<file path="src/rtl/tiny_riscv_mem_arbiter.sv">
`timescale 1ns/1ps
// Purpose : shares one single-beat memory port between instruction fetch and load/store.
//           Data has priority. A burst counter lets fetch win after MAX_DATA_BURST data grants.
// Latency : 3 cycles minimum. The request is sampled in IDLE, o_Mem_Valid rises the next cycle,
//           and the ack follows one cycle after i_Mem_Ready. Each wait state adds one cycle.
// Backpressure: requests are levels held until their ack. i_Mem_Ready stalls the access.
//           While a stall lasts, o_Mem_* hold steady.
//
// Ports:
//   i_Clk, i_Rst                     clock; synchronous active-high reset
//   i_Ifetch_Req/Addr                fetch request (level) and word address
//   o_Ifetch_Ack/Rdata               one-cycle completion pulse and fetched word
//   i_Data_Req/We/Addr/Wdata/Wmask   load/store request (level) and its payload
//   o_Data_Ack/Rdata                 one-cycle completion pulse and load data
//   o_Mem_Valid/Addr/We/Wdata/Wmask  registered memory request (mask forced to 0 on reads)
//   i_Mem_Ready/Rdata                memory handshake and read data
//   o_Busy                           high whenever the arbiter is not in IDLE
module tiny_riscv_mem_arbiter #(
   parameter int MAX_DATA_BURST = 4,
   parameter int ADDR_W         = 32
) (
   input  logic              i_Clk,
   input  logic              i_Rst,
   input  logic              i_Ifetch_Req,
   input  logic [ADDR_W-1:0] i_Ifetch_Addr,
   output logic              o_Ifetch_Ack,
   output logic [31:0]       o_Ifetch_Rdata,
   input  logic              i_Data_Req,
   input  logic              i_Data_We,
   input  logic [ADDR_W-1:0] i_Data_Addr,
   input  logic [31:0]       i_Data_Wdata,
   input  logic [3:0]        i_Data_Wmask,
   output logic              o_Data_Ack,
   output logic [31:0]       o_Data_Rdata,
   output logic              o_Mem_Valid,
   output logic [ADDR_W-1:0] o_Mem_Addr,
   output logic              o_Mem_We,
   output logic [31:0]       o_Mem_Wdata,
   output logic [3:0]        o_Mem_Wmask,
   input  logic              i_Mem_Ready,
   input  logic [31:0]       i_Mem_Rdata,
   output logic              o_Busy
);

   localparam int CNT_W = $clog2(MAX_DATA_BURST + 1);
   localparam logic [CNT_W-1:0] BURST_MAX = CNT_W'(MAX_DATA_BURST);

   typedef enum logic [1:0] {
      S_IDLE       = 2'd0,
      S_MEM_IFETCH = 2'd1,
      S_MEM_DATA   = 2'd2,
      S_RESP       = 2'd3
   } state_t;

   state_t              r_state;
   state_t              w_next_state;

   // Remembers the owner of the current transaction, so RESP knows which ack to raise.
   logic                r_grant_fetch;
   logic [CNT_W-1:0]    r_burst;

   logic [ADDR_W-1:0]   r_mem_addr;
   logic                r_mem_we;
   logic [31:0]         r_mem_wdata;
   logic [3:0]          r_mem_wmask;
   logic [31:0]         r_ifetch_rdata;
   logic [31:0]         r_data_rdata;

   logic                w_any_req;
   logic                w_burst_full;
   logic                w_fetch_wins;
   logic                w_in_mem;
   logic                w_mem_done;

   assign w_any_req    = i_Ifetch_Req | i_Data_Req;
   assign w_burst_full = (r_burst == BURST_MAX);
   // Data normally wins. Fetch wins when it is alone, or when data has used its whole burst.
   assign w_fetch_wins = i_Ifetch_Req & (~i_Data_Req | w_burst_full);
   assign w_in_mem     = (r_state == S_MEM_IFETCH) | (r_state == S_MEM_DATA);
   assign w_mem_done   = w_in_mem & i_Mem_Ready;

   assign o_Mem_Addr     = r_mem_addr;
   assign o_Mem_We       = r_mem_we;
   assign o_Mem_Wdata    = r_mem_wdata;
   assign o_Mem_Wmask    = r_mem_wmask;
   assign o_Ifetch_Rdata = r_ifetch_rdata;
   assign o_Data_Rdata   = r_data_rdata;

   // State register
   always_ff @(posedge i_Clk) begin
      if (i_Rst) begin
         r_state <= S_IDLE;
      end else begin
         r_state <= w_next_state;
      end
   end

   // Next-state and state-decoded outputs
   always_comb begin
      w_next_state = r_state;
      o_Mem_Valid  = 1'b0;
      o_Busy       = 1'b1;
      o_Ifetch_Ack = 1'b0;
      o_Data_Ack   = 1'b0;
      case (r_state)
         S_IDLE: begin
            o_Busy = 1'b0;
            if (w_any_req) begin
               w_next_state = w_fetch_wins ? S_MEM_IFETCH : S_MEM_DATA;
            end
         end
         S_MEM_IFETCH, S_MEM_DATA: begin
            o_Mem_Valid = 1'b1;
            if (i_Mem_Ready) begin
               w_next_state = S_RESP;
            end
         end
         S_RESP: begin
            o_Ifetch_Ack = r_grant_fetch;
            o_Data_Ack   = ~r_grant_fetch;
            w_next_state = S_IDLE;
         end
         default: begin
            w_next_state = S_IDLE;
         end
      endcase
   end

   // Burst counter, request capture and read-data capture
   always_ff @(posedge i_Clk) begin
      if (i_Rst) begin
         r_grant_fetch  <= 1'b0;
         r_burst        <= '0;
         r_mem_addr     <= '0;
         r_mem_we       <= 1'b0;
         r_mem_wdata    <= '0;
         r_mem_wmask    <= 4'b0000;
         r_ifetch_rdata <= '0;
         r_data_rdata   <= '0;
      end else begin
         if (r_state == S_IDLE) begin
            // The counter measures fetch starvation only, so it resets whenever fetch is not waiting.
            if (!i_Ifetch_Req || w_fetch_wins) begin
               r_burst <= '0;
            end else if (!w_burst_full) begin
               r_burst <= r_burst + CNT_W'(1);
            end

            // The loser's inputs are not sampled. It is re-arbitrated at the next IDLE cycle.
            if (w_any_req) begin
               r_grant_fetch <= w_fetch_wins;
               if (w_fetch_wins) begin
                  r_mem_addr  <= i_Ifetch_Addr;
                  r_mem_we    <= 1'b0;
                  r_mem_wdata <= '0;
                  r_mem_wmask <= 4'b0000;
               end else begin
                  r_mem_addr  <= i_Data_Addr;
                  r_mem_we    <= i_Data_We;
                  r_mem_wdata <= i_Data_Wdata;
                  r_mem_wmask <= i_Data_We ? i_Data_Wmask : 4'b0000;
               end
            end
         end

         // Stores complete without touching the load-data register.
         if (w_mem_done) begin
            if (r_state == S_MEM_IFETCH) begin
               r_ifetch_rdata <= i_Mem_Rdata;
            end else if (!r_mem_we) begin
               r_data_rdata <= i_Mem_Rdata;
            end
         end
      end
   end

endmodule
</file>
<file path="config.mk">
export PLATFORM = sky130hd
export DESIGN_NAME = tiny_riscv_mem_arbiter
export DESIGN_NICKNAME = d
export VERILOG_FILES = /design/src/rtl/tiny_riscv_mem_arbiter.sv
export SDC_FILE = /design/constraint.sdc
export NUM_CORES = 1
export LEC_CHECK = 0
export ABC_AREA = 1
export CAP_MARGIN = 5
export CORE_MARGIN = 3
export CORE_UTILIZATION = 40
export CTS_CLUSTER_SIZE = 20
export DETAILED_ROUTE_END_ITERATION = 6
export HOLD_SLACK_MARGIN = 0.05
export MAX_ROUTING_LAYER = met4
export PLACE_DENSITY = 0.82
export SKIP_LAST_GASP = 1
export SLEW_MARGIN = 20
export SYNTH_ARGS = -nofsm -noshare
export SYNTH_HDL_FRONTEND = slang
export SYNTH_SLANG_ARGS = --single-unit
</file>
<file path="constraint.sdc">
create_clock -name i_Clk -period 3.67 [get_ports i_Clk]
set_clock_uncertainty 0.2 [all_clocks]
set_input_delay 0.367 -clock i_Clk [delete_from_list [all_inputs] [get_ports i_Clk]]
set_output_delay 0.367 -clock i_Clk [all_outputs]
set_load 0.02 [all_outputs]
</file>
==> run metrics <==
outcome finished, final reports clean; Clock Tree Buf Depth 2; Die W 125.4 um; CP Class register to register; Yosys top cell area share 0.4878; Rows 43; # clock sinks 139; crit end category register; Worst-Skew Late Latency 0.41 ns; Fmax 376.1 MHz; Max Used Layer met4; Synth Area per Inst 7.294 sq um; most numerous cell in the Yosys netlist nor2_1; DRC violations left 0; period utilization 0.7245; met2 wire length 8838 um; vias after detailed routing 6063; number of synthesized flops with an enable pin 0; Area Overhead vs Synth 57.73%; CTS tree done; vias per inst 4.990; worst path arrival time 2.72 ns; Slew Viols, Final 0; CP Buf/Inv Count 3; Initial Util 0.4094; Post-Synthesis Cells 782; worst endpoint required time 3.73 ns; Setup TNS Final 0 ns; P per Cell Area 773.0 nW/um^2; grt total ovfl 0; PortBufs 274; Worst Hold Class register to register; Final ANT Viol Nets 0; cts bufs inserted 17; area taken by multi-input logic gates 2407 sq um; vias in the first global route 5684; Setup Buffers After CTS 0; area of the core 13930 sq um; Cell Chain, Critical Path inv_1, ha_1, nand2_1, inv_1, buf_4, nand2_1, nand2_1, a21oi_1; Pleak 3.737 nW; crit-path leading delay family simple AND/OR/NAND/NOR gates; Reg area 2783 sq um; initial antenna violation count 0; Worst slew margin 0.3085; routed wl met3 1468 um; Die H 125.4 um; CP max FO 33; # setup viols final 0; slew of the pin with the lowest slew margin 1.035 ns; first-pass GRT wire length 28630 um; # hold bufs at CTS 0; Largest stage delay, worst path 0.70 ns; Critical Path Source Type register; Netlist cell types 22; routability cong. 0.8591; Final Total Pwr 6.955 mW; Worst-path clk slew 0.06 ns; clock root buffer clkbuf_16; ys async rst share 0; R2R Setup Slk 1.01 ns; final net count 1166; Syn Nets 925; most used cell, CP nand2_1; DP Wirelength 12420 um; Synth area leader dfxtp_1; sequential element share of the synthesized area 0.4878; drt first-iter violations 310; Post-Syn Area 5704 sq um; routed length per instance 15.03 um; Max H-tree Level 4; DRT Pass-1 Iters 5; share of post-route cells with drive strength above 1 0.04541; final WL 18260 um; Final Hold Viols 0; max-cap violation count 0; Diodes inserted 0; synth top area cells dfxtp_1, nor2_1, nand3_1; Gates resized, CTS repair 0; WL met1 7559 um; fillers 1203; ys flop type dfxtp_1; Commonest cells post-synth nor2_1, dfxtp_1, nand2_1; RSZ-0062 raised after global routing no; boundary pin count 275; largest net degree at the start of global routing 77; Seq cells post-synth 139; crit path time final 2.659 ns; Synth Warn # 0; Peak VDD IR 0.4062 mV; GRT Util Overall 0.2306; die area 15730 sq um; CP max-delay cell nand2_1
cell families (layout without fill, tap and decap cells):
kind of cell	after synthesis	count (layout)	share of synthesized area
AOI/OAI and AO/OA	141	141	0.1237
xor gates and xnor gates	1	1	0.001536
adders and majority gates	5	5	0.01097
buffers and inverters	106	359	0.09015
DFF	139	139	0.4878
and+or+nand+nor	390	390	0.2858
placed cells by master, fill, tap and decap left out, drive strengths merged:
master,n
a21oi,73
buf,10
bufinv,3
clkbuf,19
clkdlybuf4s50,273
clkinv,2
clkinvlp,1
dfxtp,139
ha,5
inv,51
nand2,117
nand3,99
nand4,4
nor2,169
nor3,1
o21ai,68
xor2,1
metal layers:
layer  GRT usage  vias to the layer above
li1            -                     3009
met1      0.2635                     2784
met2      0.3809                      240
met3     0.07347                       30
met4     0.08355                        0
met5           -                        -
worst register-to-register path: cells and delay by family, from the launching register on:
| kind | cells | cell delay (ns) |
|---|---|---|
| AND/OR/NAND/NOR | 3 | 1.09 |
| buffers and inverters | 3 | 0.44 |
| flip-flops | 1 | 0.37 |
| AO/OA/AOI/OAI | 1 | 0.10 |
| adder cells (fa/ha/maj) | 1 | 0.32 |
power by group:
| group | total (mW) | switching (mW) | internal, mW |
|---|---|---|---|
| logic | 3.03 | 1.76 | 1.27 |
| clock network | 1.75 | 0.672 | 1.08 |
| registers | 2.18 | 0.223 | 1.96 |
flip-flops by register name, summed over array words and instances (netlist names):
name	flops
o_Ifetch_Rdata	32
o_Mem_Wdata	32
o_Mem_Addr	32
r_grant_fetch	1
o_Data_Rdata	32
o_Mem_We	1
o_Mem_Wmask	4
r_state	2
r_burst	3
cell type report:
cell class	count	area share
Clock buffer	19	0.04812
Clock inverter	12	0.01780
Timing Repair Buffer	283	0.3132
Sequential cell	139	0.3093
Tap cell	180	0.02503
Multi-Input combinational cell	537	0.2676
Inverter	45	0.01905
through the flow:
stage	utilization	setup WS [ns]	cells	area [sq um]	hold slack (ns)
after floorplan	-	1.852	782	5704	0.2544
after global placement	0.6031	0.9575	1184	8404	0.2466
after detailed placement	0.6031	0.9128	1184	8404	0.2527
after CTS	0.6457	1.017	1215	8997	0.2633
after global routing	0.6457	0.7756	1215	8997	0.2823
final	0.6457	1.011	1215	8997	0.2581
final timing paths:
| kind | from | to | depth (start not counted) |
|---|---|---|---|
| worst max register to register | r_state[0] | o_Ifetch_Rdata[15] | 8 |
| worst max-delay path | r_state[0] | o_Ifetch_Rdata[15] | 8 |
| worst min-delay path | o_Ifetch_Rdata[17] | o_Ifetch_Rdata[17] | 2 |
| worst min register to register | o_Ifetch_Rdata[17] | o_Ifetch_Rdata[17] | 2 |
Note: power is estimated with default switching activity, not from simulation.
==> edit: new RTL, same flow settings <==
Set the parameter `MAX_DATA_BURST` to 2 (it was 4).
--- a/src/rtl/tiny_riscv_mem_arbiter.sv
+++ b/src/rtl/tiny_riscv_mem_arbiter.sv
@@ -18,3 +18,3 @@
 module tiny_riscv_mem_arbiter #(
-   parameter int MAX_DATA_BURST = 4,
+   parameter int MAX_DATA_BURST = 2,
    parameter int ADDR_W         = 32
Formal check against the unedited RTL: same outputs for any inputs over 4 cycles, from zero or initial values and one cycle with i_Rst high; that may be too few to reach the edited logic, so the function may still have changed.
==> edit against the unedited design <==
- routed wire length down 0.61%
- setup slack improved by 0.10 ns
- total power fell by 1.4%
- combinational power rose by 3%
- non-clock buffer count increased by 5
- hold slack worse by 0.0012 ns
- critical path depth down 4
- final area up 0.22%
- synthesized area decreased by 1.1%
- sequential share of layout area down 0.29 points
- sequential cell count down 1
- critical endpoint is now o_Busy
- largest cell class unchanged
==> edit: results (changes against the unedited design) <==
The run finished with clean final reports. The delay of the slowest cell on the worst path works out to 0.66 ns (-0.04 ns). The half-perimeter wire length after detailed placement was 12700 um (+2.4%).

For hold timing, the worst endpoint is o_Ifetch_Rdata[1]. The wire length reported by the detailed router came out at 18200 um (-0.61%). The tools report the via count of the first global-routing pass as 5798 (+2.0%). The tools report the static leakage as 3.73 nW (-0.13%). The biggest fanout along the worst timing path is 7 (-79%). Total length of routed met3 wires: 1850 um (+26%).

The setup slack of the worst register-to-register path is 1.36 ns (+0.35 ns), and the final core utilization is 66.8% (+2.2 points). The largest delay contributor family on the critical path was buffers and inverters. The logs give 0.00846 mm^2 (+0.67%) for the area of placed instances and 48.9% (+0.16 points) for the fraction of the yosys area taken by sequential cells. The worst setup path is of the flip-flop to output pin kind. The met2 demand-to-capacity share in global routing is 37.6% (-0.53 points). For the routability congestion estimate from global placement, the log shows 0.884 (+2.9%).

The fraction of layout cells with a size suffix above 1 was 5.08% (+0.54 points). Fraction of synthesized cell area in xor and xnor cells: 0% (-0.15 points). The tools report the wire length of the first global-routing pass as 29000 um (+1.2%). Via count of the routed design: 6037 (-0.43%).

The post-synthesis area per instance works out to 7.19 um^2 (-1.4%). The maximum ir drop on the vdd rail was 0.443 mV (+9.1%); the global router's overall resource usage was 23.3% (+0.27 points). The worst reg-to-reg path cell count is 7 (-1). In this run the most critical hold path is launched from o_Ifetch_Rdata[1]. The logs give 0.257 ns (-0.00121 ns) for the final hold slack and 46.3% (+15 points) for the worst slew margin relative to its limit. The area share of fa/ha/maj cells after synthesis works out to 0.887% (-0.21 points). Following the worst setup path forward leads to its endpoint at o_Busy.

The maximum clock rate was 391 MHz (+3.9%). For this design, the slowest cell found on the critical path is sky130_fd_sc_hd__clkdlybuf4s50_1. The sequential cell fraction of total power was 31.6% (+0.3 points). The met3 routing resource usage after global routing was 7.76% (+0.41 points); the internal power consumption was 0.00424 W (-1.3%). The logs give 8460 um (-4.3%) for the routed length on met2 and 927 (+0.22%) for the synthesized netlist net count. The number of fill cells in the layout was 1169 (-2.8%). The wire length on met1 is 7360 um (-2.7%), and the maximum number of pins on one net before global-route repair is 72 (-6.5%).
edit: cell types whose count changed after synthesis, moves of 5 or more:
| cell | unedited run | this run |
|---|---|---|
| sky130_fd_sc_hd__inv_1 | 42 | 78 |
| sky130_fd_sc_hd__nand2_1 | 115 | 121 |
| sky130_fd_sc_hd__o21ai_1 | 15 | 2 |
| sky130_fd_sc_hd__buf_4 | 7 | 2 |
| sky130_fd_sc_hd__o21ai_0 | 53 | 63 |
| sky130_fd_sc_hd__buf_1 | 7 | 1 |
| sky130_fd_sc_hd__buf_6 | 8 | 2 |
| sky130_fd_sc_hd__nor2_1 | 167 | 102 |
| sky130_fd_sc_hd__clkbuf_1 | 17 | 30 |
| sky130_fd_sc_hd__a21oi_1 | 73 | 105 |
edit: area by class of cell:
type                            count  share of cell area, %
Sequential cell                   138                   30.6
Clock buffer                       23                   5.41
Inverter                           81                   3.37
Multi-Input combinational cell    506                   25.6
Timing Repair Buffer              288                   31.8
Clock inverter                      8                  0.763
Tap cell                          176                   2.44
